[src/rtl/wb_word_reader.sv]
// Wishbone classic read initiator: fetches a run of consecutive 32-bit words
// and hands them one at a time to a valid/ready consumer.
module wb_word_reader #(
  parameter int unsigned BUS_WID  = 32,
  parameter int unsigned WORD_WID = 32,
  parameter int unsigned LEN_WID  = 16
) (
  input  logic                clk,
  input  logic                rst_L,
  input  logic                start,
  input  logic [BUS_WID-1:0]  base_addr,
  input  logic [LEN_WID-1:0]  len,
  input  logic                abort,
  output logic                busy,
  output logic                done,
  output logic                out_valid,
  input  logic                out_ready,
  output logic [WORD_WID-1:0] out_data,
  output logic                wb_cyc,
  output logic                wb_stb,
  output logic                wb_we,
  output logic [3:0]          wb_sel,
  output logic [BUS_WID-1:0]  wb_addr,
  output logic [BUS_WID-1:0]  wb_dat_w,
  input  logic                wb_ack,
  input  logic [BUS_WID-1:0]  wb_dat_r
);

  typedef enum logic [1:0] {
    S_IDLE    = 2'd0,
    S_REQ     = 2'd1,
    S_RELEASE = 2'd2,
    S_FINISH  = 2'd3
  } state_t;

  state_t              r_state, w_state_nxt;
  logic [BUS_WID-1:0]  r_addr, w_addr_nxt;
  logic [LEN_WID-1:0]  r_remaining, w_remaining_nxt;
  logic                r_abort_pend, w_abort_pend_nxt;
  logic                r_stb, w_stb_nxt;
  logic                r_busy, w_busy_nxt;
  logic                r_done, w_done_nxt;
  logic                r_out_valid, w_out_valid_nxt;
  logic [WORD_WID-1:0] r_out_data, w_out_data_nxt;
  logic                w_buf_free;

  // The output buffer can take a new word if empty or being consumed this cycle.
  assign w_buf_free = !r_out_valid || out_ready;

  always_ff @(posedge clk or negedge rst_L) begin
    if (!rst_L) begin
      r_state      <= S_IDLE;
      r_addr       <= '0;
      r_remaining  <= '0;
      r_abort_pend <= 1'b0;
      r_stb        <= 1'b0;
      r_busy       <= 1'b0;
      r_done       <= 1'b0;
      r_out_valid  <= 1'b0;
      r_out_data   <= '0;
    end else begin
      r_state      <= w_state_nxt;
      r_addr       <= w_addr_nxt;
      r_remaining  <= w_remaining_nxt;
      r_abort_pend <= w_abort_pend_nxt;
      r_stb        <= w_stb_nxt;
      r_busy       <= w_busy_nxt;
      r_done       <= w_done_nxt;
      r_out_valid  <= w_out_valid_nxt;
      r_out_data   <= w_out_data_nxt;
    end
  end

  always_comb begin
    w_state_nxt      = r_state;
    w_addr_nxt       = r_addr;
    w_remaining_nxt  = r_remaining;
    w_abort_pend_nxt = r_abort_pend;
    w_stb_nxt        = r_stb;
    w_out_valid_nxt  = r_out_valid && !out_ready;
    w_out_data_nxt   = r_out_data;

    case (r_state)
      S_IDLE: begin
        w_abort_pend_nxt = 1'b0;
        if (start) begin
          w_addr_nxt      = base_addr & ~BUS_WID'(3);
          w_remaining_nxt = len;
          if (len == '0) begin
            w_state_nxt = S_FINISH;
          end else begin
            w_state_nxt = S_REQ;
            w_stb_nxt   = 1'b1;
          end
        end
      end
      S_REQ: begin
        if (abort) w_abort_pend_nxt = 1'b1;
        // Ack is held by the responder, so a full buffer simply stretches REQ.
        if (wb_ack && w_buf_free) begin
          w_out_data_nxt  = wb_dat_r[WORD_WID-1:0];
          w_out_valid_nxt = 1'b1;
          w_remaining_nxt = r_remaining - LEN_WID'(1);
          w_addr_nxt      = r_addr + BUS_WID'(4);
          w_stb_nxt       = 1'b0;
          w_state_nxt     = S_RELEASE;
        end
      end
      S_RELEASE: begin
        if (abort) w_abort_pend_nxt = 1'b1;
        if (!wb_ack && w_buf_free) begin
          if (r_remaining == '0 || abort || r_abort_pend) begin
            w_state_nxt = S_FINISH;
          end else begin
            w_state_nxt = S_REQ;
            w_stb_nxt   = 1'b1;
          end
        end
      end
      S_FINISH: begin
        w_state_nxt = S_IDLE;
      end
      default: begin
        w_state_nxt = S_IDLE;
        w_stb_nxt   = 1'b0;
      end
    endcase

    w_busy_nxt = (w_state_nxt != S_IDLE);
    w_done_nxt = (w_state_nxt == S_FINISH);
  end

  assign busy      = r_busy;
  assign done      = r_done;
  assign out_valid = r_out_valid;
  assign out_data  = r_out_data;
  assign wb_cyc    = r_stb;
  assign wb_stb    = r_stb;
  assign wb_we     = 1'b0;
  assign wb_sel    = 4'hF;
  assign wb_addr   = r_addr;
  assign wb_dat_w  = '0;

endmodule

[config.mk]
export PLATFORM = sky130hd
export DESIGN_NAME = wb_word_reader
export DESIGN_NICKNAME = d
export VERILOG_FILES = /design/src/rtl/wb_word_reader.sv
export SDC_FILE = /design/constraint.sdc
export NUM_CORES = 1
export LEC_CHECK = 0
export CAP_MARGIN = 15
export CORE_UTILIZATION = 40
export CTS_CLUSTER_SIZE = 10
export DETAILED_ROUTE_END_ITERATION = 12
export PLACE_DENSITY = 0.77
export SYNTH_ARGS = -nofsm -noshare
export SYNTH_HDL_FRONTEND = slang
export SYNTH_SLANG_ARGS = --single-unit
[constraint.sdc]
create_clock -name clk -period 1.77 [get_ports clk]
set_input_delay 0.177 -clock clk [delete_from_list [all_inputs] [get_ports clk]]
set_output_delay 0.177 -clock clk [all_outputs]
set_load 0.01 [all_outputs]
* Word-level counts from Yosys, hierarchy flattened
Index checks and enable logic that the tools add are counted.
Storage, ports and cells: logic and storage cells 64, register bits 87, output and inout bits 106, bits in read-only memories 0, memory bits (writable) 0, bits in latches 0, memories 0, bits of input ports 86
Cells by class: mux-type cells 22, multipliers 0, $lt $le $gt $ge 0, reductions and logical operators 21, $add $sub $neg 2, div/mod/pow operators 0, shift-type cells 0, bitwise gates (word level) 0, equal/unequal tests 10
Operator list (count):
- $mux 32 | 2
- $pmux 32 s2 | 1
- $add 32x3->32 const B | 1
- $logic_not 16->1 | 2
- $mux 16 | 2
- $pmux 16 s2 | 1
- $sub 16x1->16 const B | 1
- $mux 2 | 5
- $ne 2x2->1 const B | 5
- $mux 1 | 8
- $pmux 2 s4 | 1
- $eq 2x2->1 const B | 3
- $reduce_and 6->1 | 1
- $reduce_bool 2->1 | 3
- $reduce_and 2->1 | 2
- $logic_and 1x1->1 | 3
- $logic_not 1->1 | 3
- $logic_or 1x1->1 | 3
- $pmux 1 s3 | 1
- $reduce_and 3->1 | 1
- $reduce_bool 3->1 | 1
- $eq 2x1->1 const B | 1
- $logic_not 2->1 | 1
- $ne 2x1->1 const B | 1
- other kinds (2) | 2

* Longest topological paths before layout
Gate-level depths: netlist of the first run.
depth after elaboration 7, gate-level depth with buffers 8, mapped depth without buffers 7

* Worst setup path before layout of the first run
No wires, ideal clock.
path kind flip-flop to flip-flop, start point register r_state[1], end point register r_out_data[10] (netlist: out_data[10]), period minus slack after synthesis 1.871 ns, setup time 0.125 ns, slack -0.101 ns, cell stages (with the launch flop) 8, path buffers 2, data arrival time 1.746 ns, required time 1.645 ns, path through dfrtp_1 -> inv_1 -> ha_1 -> buf_2 -> nand2_1 -> nor2_1 -> buf_2 -> mux2_2
Between the ends: cells in the longest elaborated chain, start to end 2
RTL lines:
- start, declared | line 36 | state_t r_state, w_state_nxt;
- start signal, assigned | line 62 | r_state <= w_state_nxt;
- $eq 2x1->1 | line 83 | case (r_state)
- $reduce_and 2->1 (no source line)
- end signal, assigned | line 70 | r_out_data <= w_out_data_nxt;
- end, declared | line 44 | logic [WORD_WID-1:0] r_out_data, w_out_data_nxt;
No other way between the ends. A chain may end at the register's enable or synchronous reset.

* Worst setup path after layout of the first run
start point register r_state[1], end point register r_remaining[7]
Between the ends: cells in the longest elaborated chain, start to end 3, elaborated cells between the ends (all ways) 7, those cells by class eq/ne (3); mux (1); reduce/logical (3)
RTL lines:
- $eq 2x1->1 or $logic_not 2->1 (tied branches) | line 83
- $ne 2x2->1 (no source line) or $reduce_bool 2->1 (tied branches)
- $reduce_and 3->1 (no source line)
- end signal, assigned | line 64 | r_remaining <= w_remaining_nxt;
- end, declared | line 38 | logic [LEN_WID-1:0] r_remaining, w_remaining_nxt;
Parallel ways exist; a longest one is shown, timed or not.

==> qor.txt, run 1 <==
Iter 0 DRT Violations: 469
ranking of synthesized cells by area: dfrtp_1, mux2_2, buf_4
via density per instance: 5.60
vias in the first global route: 5133
Vias: 5188
area post-placement: 7080 um^2
crit share post-route: 1.04
GRT Residual Overflow: 0
die area: 12800 um^2
top post-synthesis cells by count: dfrtp_1, buf_4, o21ai_0, mux2_2, nand2_1
dpl cells: 886
failing checks: setup timing
required time of the worst setup path: 1990 ps
Synth Flop Type: dfrtp_1
Comb power frac: 0.622
Synth-to-Final Area Change: 65.4%
Pleak: 3.37 nW
unrepaired setup endpoints after global routing: true
core footprint: 12100 um^2
#FFs+latches synth: 85
mapped cell area: 4960 um^2
share of post-route cells with drive strength above 1: 0.319
Fin. Hold Viols: 0
Synth async-reset ratio: 1.00
fin area: 8200 um^2
IO Pins: 192
clock share of power: 0.126
final net count: 846
initial core utilization: 0.411
Startpoint Class: flip-flop
DP HPWL: 11200 um
Pwr per Cell Area: 1870 nW/um^2
Root Buffer: clkbuf_16
Power Internal: 9.13 mW
CTS Buf Count: 9
Slew @ Worst Pin: 515 ps
Max H-tree Level: 3
TritonRoute pass-1 iters: 5
Tot GR Track Use: 0.249
top-count cell post-synth: dfrtp_1
Final Setup Violations: 6
largest net degree at the start of global routing: 47
critical path arrival: 2060 ps
latest clock arrival within the worst-skew pair: 350 ps
MaxCap Viol Count: 0
overall die height: 113 um
CP endpoint kind: flip-flop
CTS tree: yes
first-pass GRT wire length: 24900 um
row count: 40
routability cong.: 0.908
Seq/Total Area, Yosys: 0.429
EDFF count, synth: 0
initial antenna violation count: 0
ANT nets after route: 0
Routed WL: 16500 um
CTS max path bufs: 2
top achievable clock speed: 0.543 GHz
Inserted Diodes: 0
Switching Fraction: 0.403
Hold Crit Class: input pin to asynchronous set/reset pin
worst vdd ir: 0.941 mV
Synth area leader: dfrtp_1
CP Class: flip-flop to flip-flop
Reg power frac: 0.251
# clock sinks: 85
Fill cells: 871
status: complete, but fails checks
worst-path maximum fanout: 8
clk_skew: 8.95 ps
Final Critical Period: 1840 ps
final slew viol count: 0
Synth Area per Inst: 9.65 um^2
Yosys Warn Count: 0
input/output buffers: 150
Finished Layout Cells: 926
die width: 113 um
net switching power: 6.18 mW
Wirelength per Cell: 17.9 um
Yosys cell types: 57
DRC violations left: 0
Gate Count Post-Synth: 514
Slew HR: 0.656
Worst-path clk slew: 60 ps
final critical-path setup slack: -71.4 ps
share of the synthesized area in the top cell type: 0.429
-- sequential cells by signal, indices dropped and copies added, names as in the netlist --
name          cells
out_valid         1
r_remaining      16
out_data         32
done              1
r_abort_pend      1
wb_addr          30
wb_cyc            1
r_state           2
busy              1
-- cells by family after synthesis --
group | after synthesis | share of synthesized area
and+or+nand+nor | 165 | 0.183
AOI/OAI and AO/OA | 124 | 0.161
DFF | 85 | 0.429
buffers and inverters | 77 | 0.0903
muxes | 54 | 0.117
adders and majority gates | 7 | 0.0177
other | 2 | 0.00151
-- per-stage QoR --
| step | power [mW] | hold WS [ps] | setup TNS [ps] | setup slack (ps) | util |
|---|---|---|---|---|---|
| after CTS | 13.7 | 378 | -73.8 | -34.9 | 0.628 |
| after global placement | 11.1 | 176 | -3400 | -218 | 0.587 |
| after detailed placement | 11.4 | 190 | -6580 | -271 | 0.587 |
| after global routing | 16.2 | 406 | -2580 | -191 | 0.680 |
| after floorplan | 7.53 | -119 | 0 | 2.70 | - |
| final | 15.3 | 346 | -243 | -71.4 | 0.680 |
-- layer usage --
layer  wire (um)  GRT usage  up-vias
met3        1450     0.0712       52
li1            -          -     2321
met5           0          0        -
met1        6300      0.297     2526
met2        8260      0.424      289
met4         537     0.0991        0
-- critical path, stage by stage, from the launching register on --
cell        delay [ps]
dfrtp_1            390
inv_2              110
ha_4               190
clkinvlp_4         180
a21oi_4            180
buf_12             160
buf_6              110
buf_6               90
nor4_2              30
a21oi_1            180
o21ai_1            100
-- layout make-up --
type / count / area [um^2] / area share
Multi-Input combinational cell: 389 / 3030 / 0.369
Timing Repair Buffer: 257 / 2490 / 0.304
Sequential cell: 85 / 2130 / 0.260
Clock buffer: 13 / 250 / 0.0305
Tap cell: 168 / 210 / 0.0256
Clock inverter: 3 / 45.0 / 0.00549
Inverter: 11 / 45.0 / 0.00549
-- layout by cell type (no fill, tap or decap), types with 4 or more instances in the layout --
cell type	count
nor2b_1	7
o22ai_2	11
nor2_1	13
nor3_2	7
nand4_1	12
conb_1	39
buf_6	20
o21ai_1	25
dfrtp_1	82
buf_4	77
a21oi_1	14
mux2_2	32
o21ai_0	9
clkbuf_16	10
mux2i_1	21
nand2_1	32
a22oi_2	7
inv_1	8
nor4_2	6
buf_8	4
nor3_1	20
nand3_1	20
ha_1	5
a21oi_2	10
clkdlybuf4s50_1	149
a22oi_1	14
buf_12	5
-- path summary, 6_finish.rpt --
kind	startpoint	to	slack (ps)	cells after the start
max	r_state[1]	r_remaining[7]	-70	10
min in group clk	base_addr[20]	wb_addr[20]	430	3
max reg2reg	r_state[1]	r_remaining[7]	-70	10
max in group asynchronous	rst_L	r_remaining[2]	770	3
min reg2reg	out_data[1]	out_data[1]	500	1
min	rst_L	wb_cyc	350	2
-- power groups by stage --
stage          clock, mW  sequential (mW)  combinational, mW
5_1_grt             2.03             3.97               10.2
3_5_place_dp           0             3.73               7.64
6_report            1.94             3.85               9.53
3_3_place_gp           0             3.66               7.39
4_1_cts             1.95             3.74               8.03
2_1_floorplan          0             4.12               3.40
-- what timing repair did --
action                                  CTS  global route
hold buffers                              1             0
setup buffers                             8            13
gates cloned                              0             2
endpoints found under the setup margin   48            59
gates resized for setup                  30           123
hold endpoints to repair                 39             0
pin swaps                                 6            31
(Power assumes the default switching activity.)
==> run 2: changes to the inputs <==
--- a/config.mk
+++ b/config.mk
@@ -6,10 +6,12 @@
 export NUM_CORES = 1
 export LEC_CHECK = 0
 export CAP_MARGIN = 15
+export CORE_MARGIN = 3
 export CORE_UTILIZATION = 40
 export CTS_CLUSTER_SIZE = 10
 export DETAILED_ROUTE_END_ITERATION = 12
 export PLACE_DENSITY = 0.77
+export SKIP_LAST_GASP = 1
 export SYNTH_ARGS = -nofsm -noshare
 export SYNTH_HDL_FRONTEND = slang
 export SYNTH_SLANG_ARGS = --single-unit
==> run 2 against run 1 <==
The flow still finishes with violations (setup timing). Maximum frequency down 3.6%. Combinational power up 4.0%. Cell count up 1.1%. Critical endpoint is now wb_cyc. Largest cell class unchanged.
==> qor.txt, run 2 (synthesis gave the netlist of run 1 again) <==
status: complete, but fails checks
failing checks: setup timing
final critical-path setup slack: -141 ps
latest clock arrival within the worst-skew pair: 350 ps
commonest non-fill, non-tap cell in the layout: clkdlybuf4s50_1
worst vdd ir: 1.20 mV
final design utilization: 0.692
Wirelength per Cell: 18.9 um
input/output buffers: 150
CP Class: flip-flop to flip-flop
Hold Crit Class: input pin to asynchronous set/reset pin
Max H-tree Level: 3
ANT nets after route: 0
WL met2: 8700 um
core footprint: 12100 um^2
final slew viol count: 0
Synth-to-Final Area Change: 68.3%
overall die height: 117 um
routability cong.: 0.960
required time of the worst setup path: 2000 ps
Reg power frac: 0.243
Total Power: 15.7 mW
top achievable clock speed: 0.523 GHz
Final Critical Period: 1910 ps
IO Pins: 192
Comb power frac: 0.633
crit share post-route: 1.08
largest net degree at the start of global routing: 47
Fill cells: 853
Slew HR: 0.651
CTS Buf Count: 9
Post-Route M1 WL: 7040 um
Power Internal: 9.44 mW
row count: 40
Slew @ Worst Pin: 524 ps
CTS tree: yes
Iter 0 DRT Violations: 567
CTS max path bufs: 2
TritonRoute pass-1 iters: 6
critical path arrival: 2140 ps
most frequent cells in the layout: clkdlybuf4s50_1, buf_4, dfrtp_1
via density per instance: 5.56
initial core utilization: 0.411
first-pass GRT wire length: 25500 um
unrepaired setup endpoints after global routing: true
clock share of power: 0.124
Tot GR Track Use: 0.225
die area: 13800 um^2
Root Buffer: clkbuf_16
final net count: 857
Inserted Diodes: 0
# clock sinks: 85
DRC violations left: 0
GRT Residual Overflow: 0
Final Setup Violations: 26
Vias: 5203
Switching Fraction: 0.397
Startpoint Class: flip-flop
top sig layer: met4
net switching power: 6.22 mW
Finished Layout Cells: 936
Pleak: 3.54 nW
MaxCap Viol Count: 0
dpl cells: 891
initial antenna violation count: 0
clk_skew: 11.1 ps
Worst-path clk slew: 60 ps
max reg flops: 32
share of post-route cells with drive strength above 1: 0.322
Detail Route met3 WL: 1480 um
worst-path maximum fanout: 5
vias in the first global route: 5117
Routed WL: 17700 um
Pwr per Cell Area: 1880 nW/um^2
CP endpoint kind: flip-flop
DP HPWL: 11500 um
die width: 117 um
Fin. Hold Viols: 0
## run 2: worst paths after layout
kind                         startpoint      endpoint  slack [ps]  cells after the start
max                          r_state[1]        wb_cyc        -140                      8
min                               rst_L   out_data[6]         350                      2
max reg2reg                  r_state[1]        wb_cyc        -140                      8
min reg2reg                out_data[28]  out_data[28]         510                      1
max in group asynchronous         rst_L   wb_addr[27]         760                      3
min in group clk           wb_dat_r[27]  out_data[27]         450                      2
## run 2: final cells by class
class,instances,area [um^2],share of cell area
tap,168,210,0.0252
clock inverter,5,60.1,0.00720
timing repair buffer,268,2600,0.312
inverter,11,43.8,0.00525
clock buffer,10,239,0.0286
sequential,85,2130,0.256
multi-input combinational,389,3050,0.366
## run 2: what timing repair did
item                                   CTS  global route
endpoints found under the hold margin   39             0
hold buffers                             1             0
pin swaps                               11            31
gates resized for setup                 30           122
cloned                                   0             5
buffers inserted                        11            14
setup endpoints to repair               81            78
## run 2: power groups by stage
stage	registers, mW	logic, mW	clock network, mW
2_1_floorplan	4.12	3.40	0
3_3_place_gp	3.63	7.40	0
3_5_place_dp	3.70	7.63	0
4_1_cts	3.70	8.26	1.95
5_1_grt	3.95	10.5	2.04
6_report	3.81	9.91	1.94
## run 2: layer usage
layer  up-vias  track usage
met3        43       0.0632
met5         -            0
met1      2514        0.280
met2       299        0.370
li1       2347            -
met4         0       0.0924
## run 2: stage by stage
stage / TNS, ps / area (um^2) / hold slack [ps] / worst slack [ps]
6_report: -774 / 8340 / 350 / -141
3_5_place_dp: -12620 / 7100 / 185 / -380
5_1_grt: -4640 / 8340 / 412 / -167
3_3_place_gp: -7250 / 7100 / 183 / -240
2_1_floorplan: 0 / 5120 / -119 / 2.70
4_1_cts: -77.1 / 7650 / 363 / -56.5
## run 2: critical path, cell delays in order, from the launching register on
cell and delay, ps:
dfrtp_1 390, inv_2 110, ha_4 170, nor4b_4 210
nand4_1 200, o41ai_4 360, buf_4 180, o41ai_2 80
o41ai_1 80
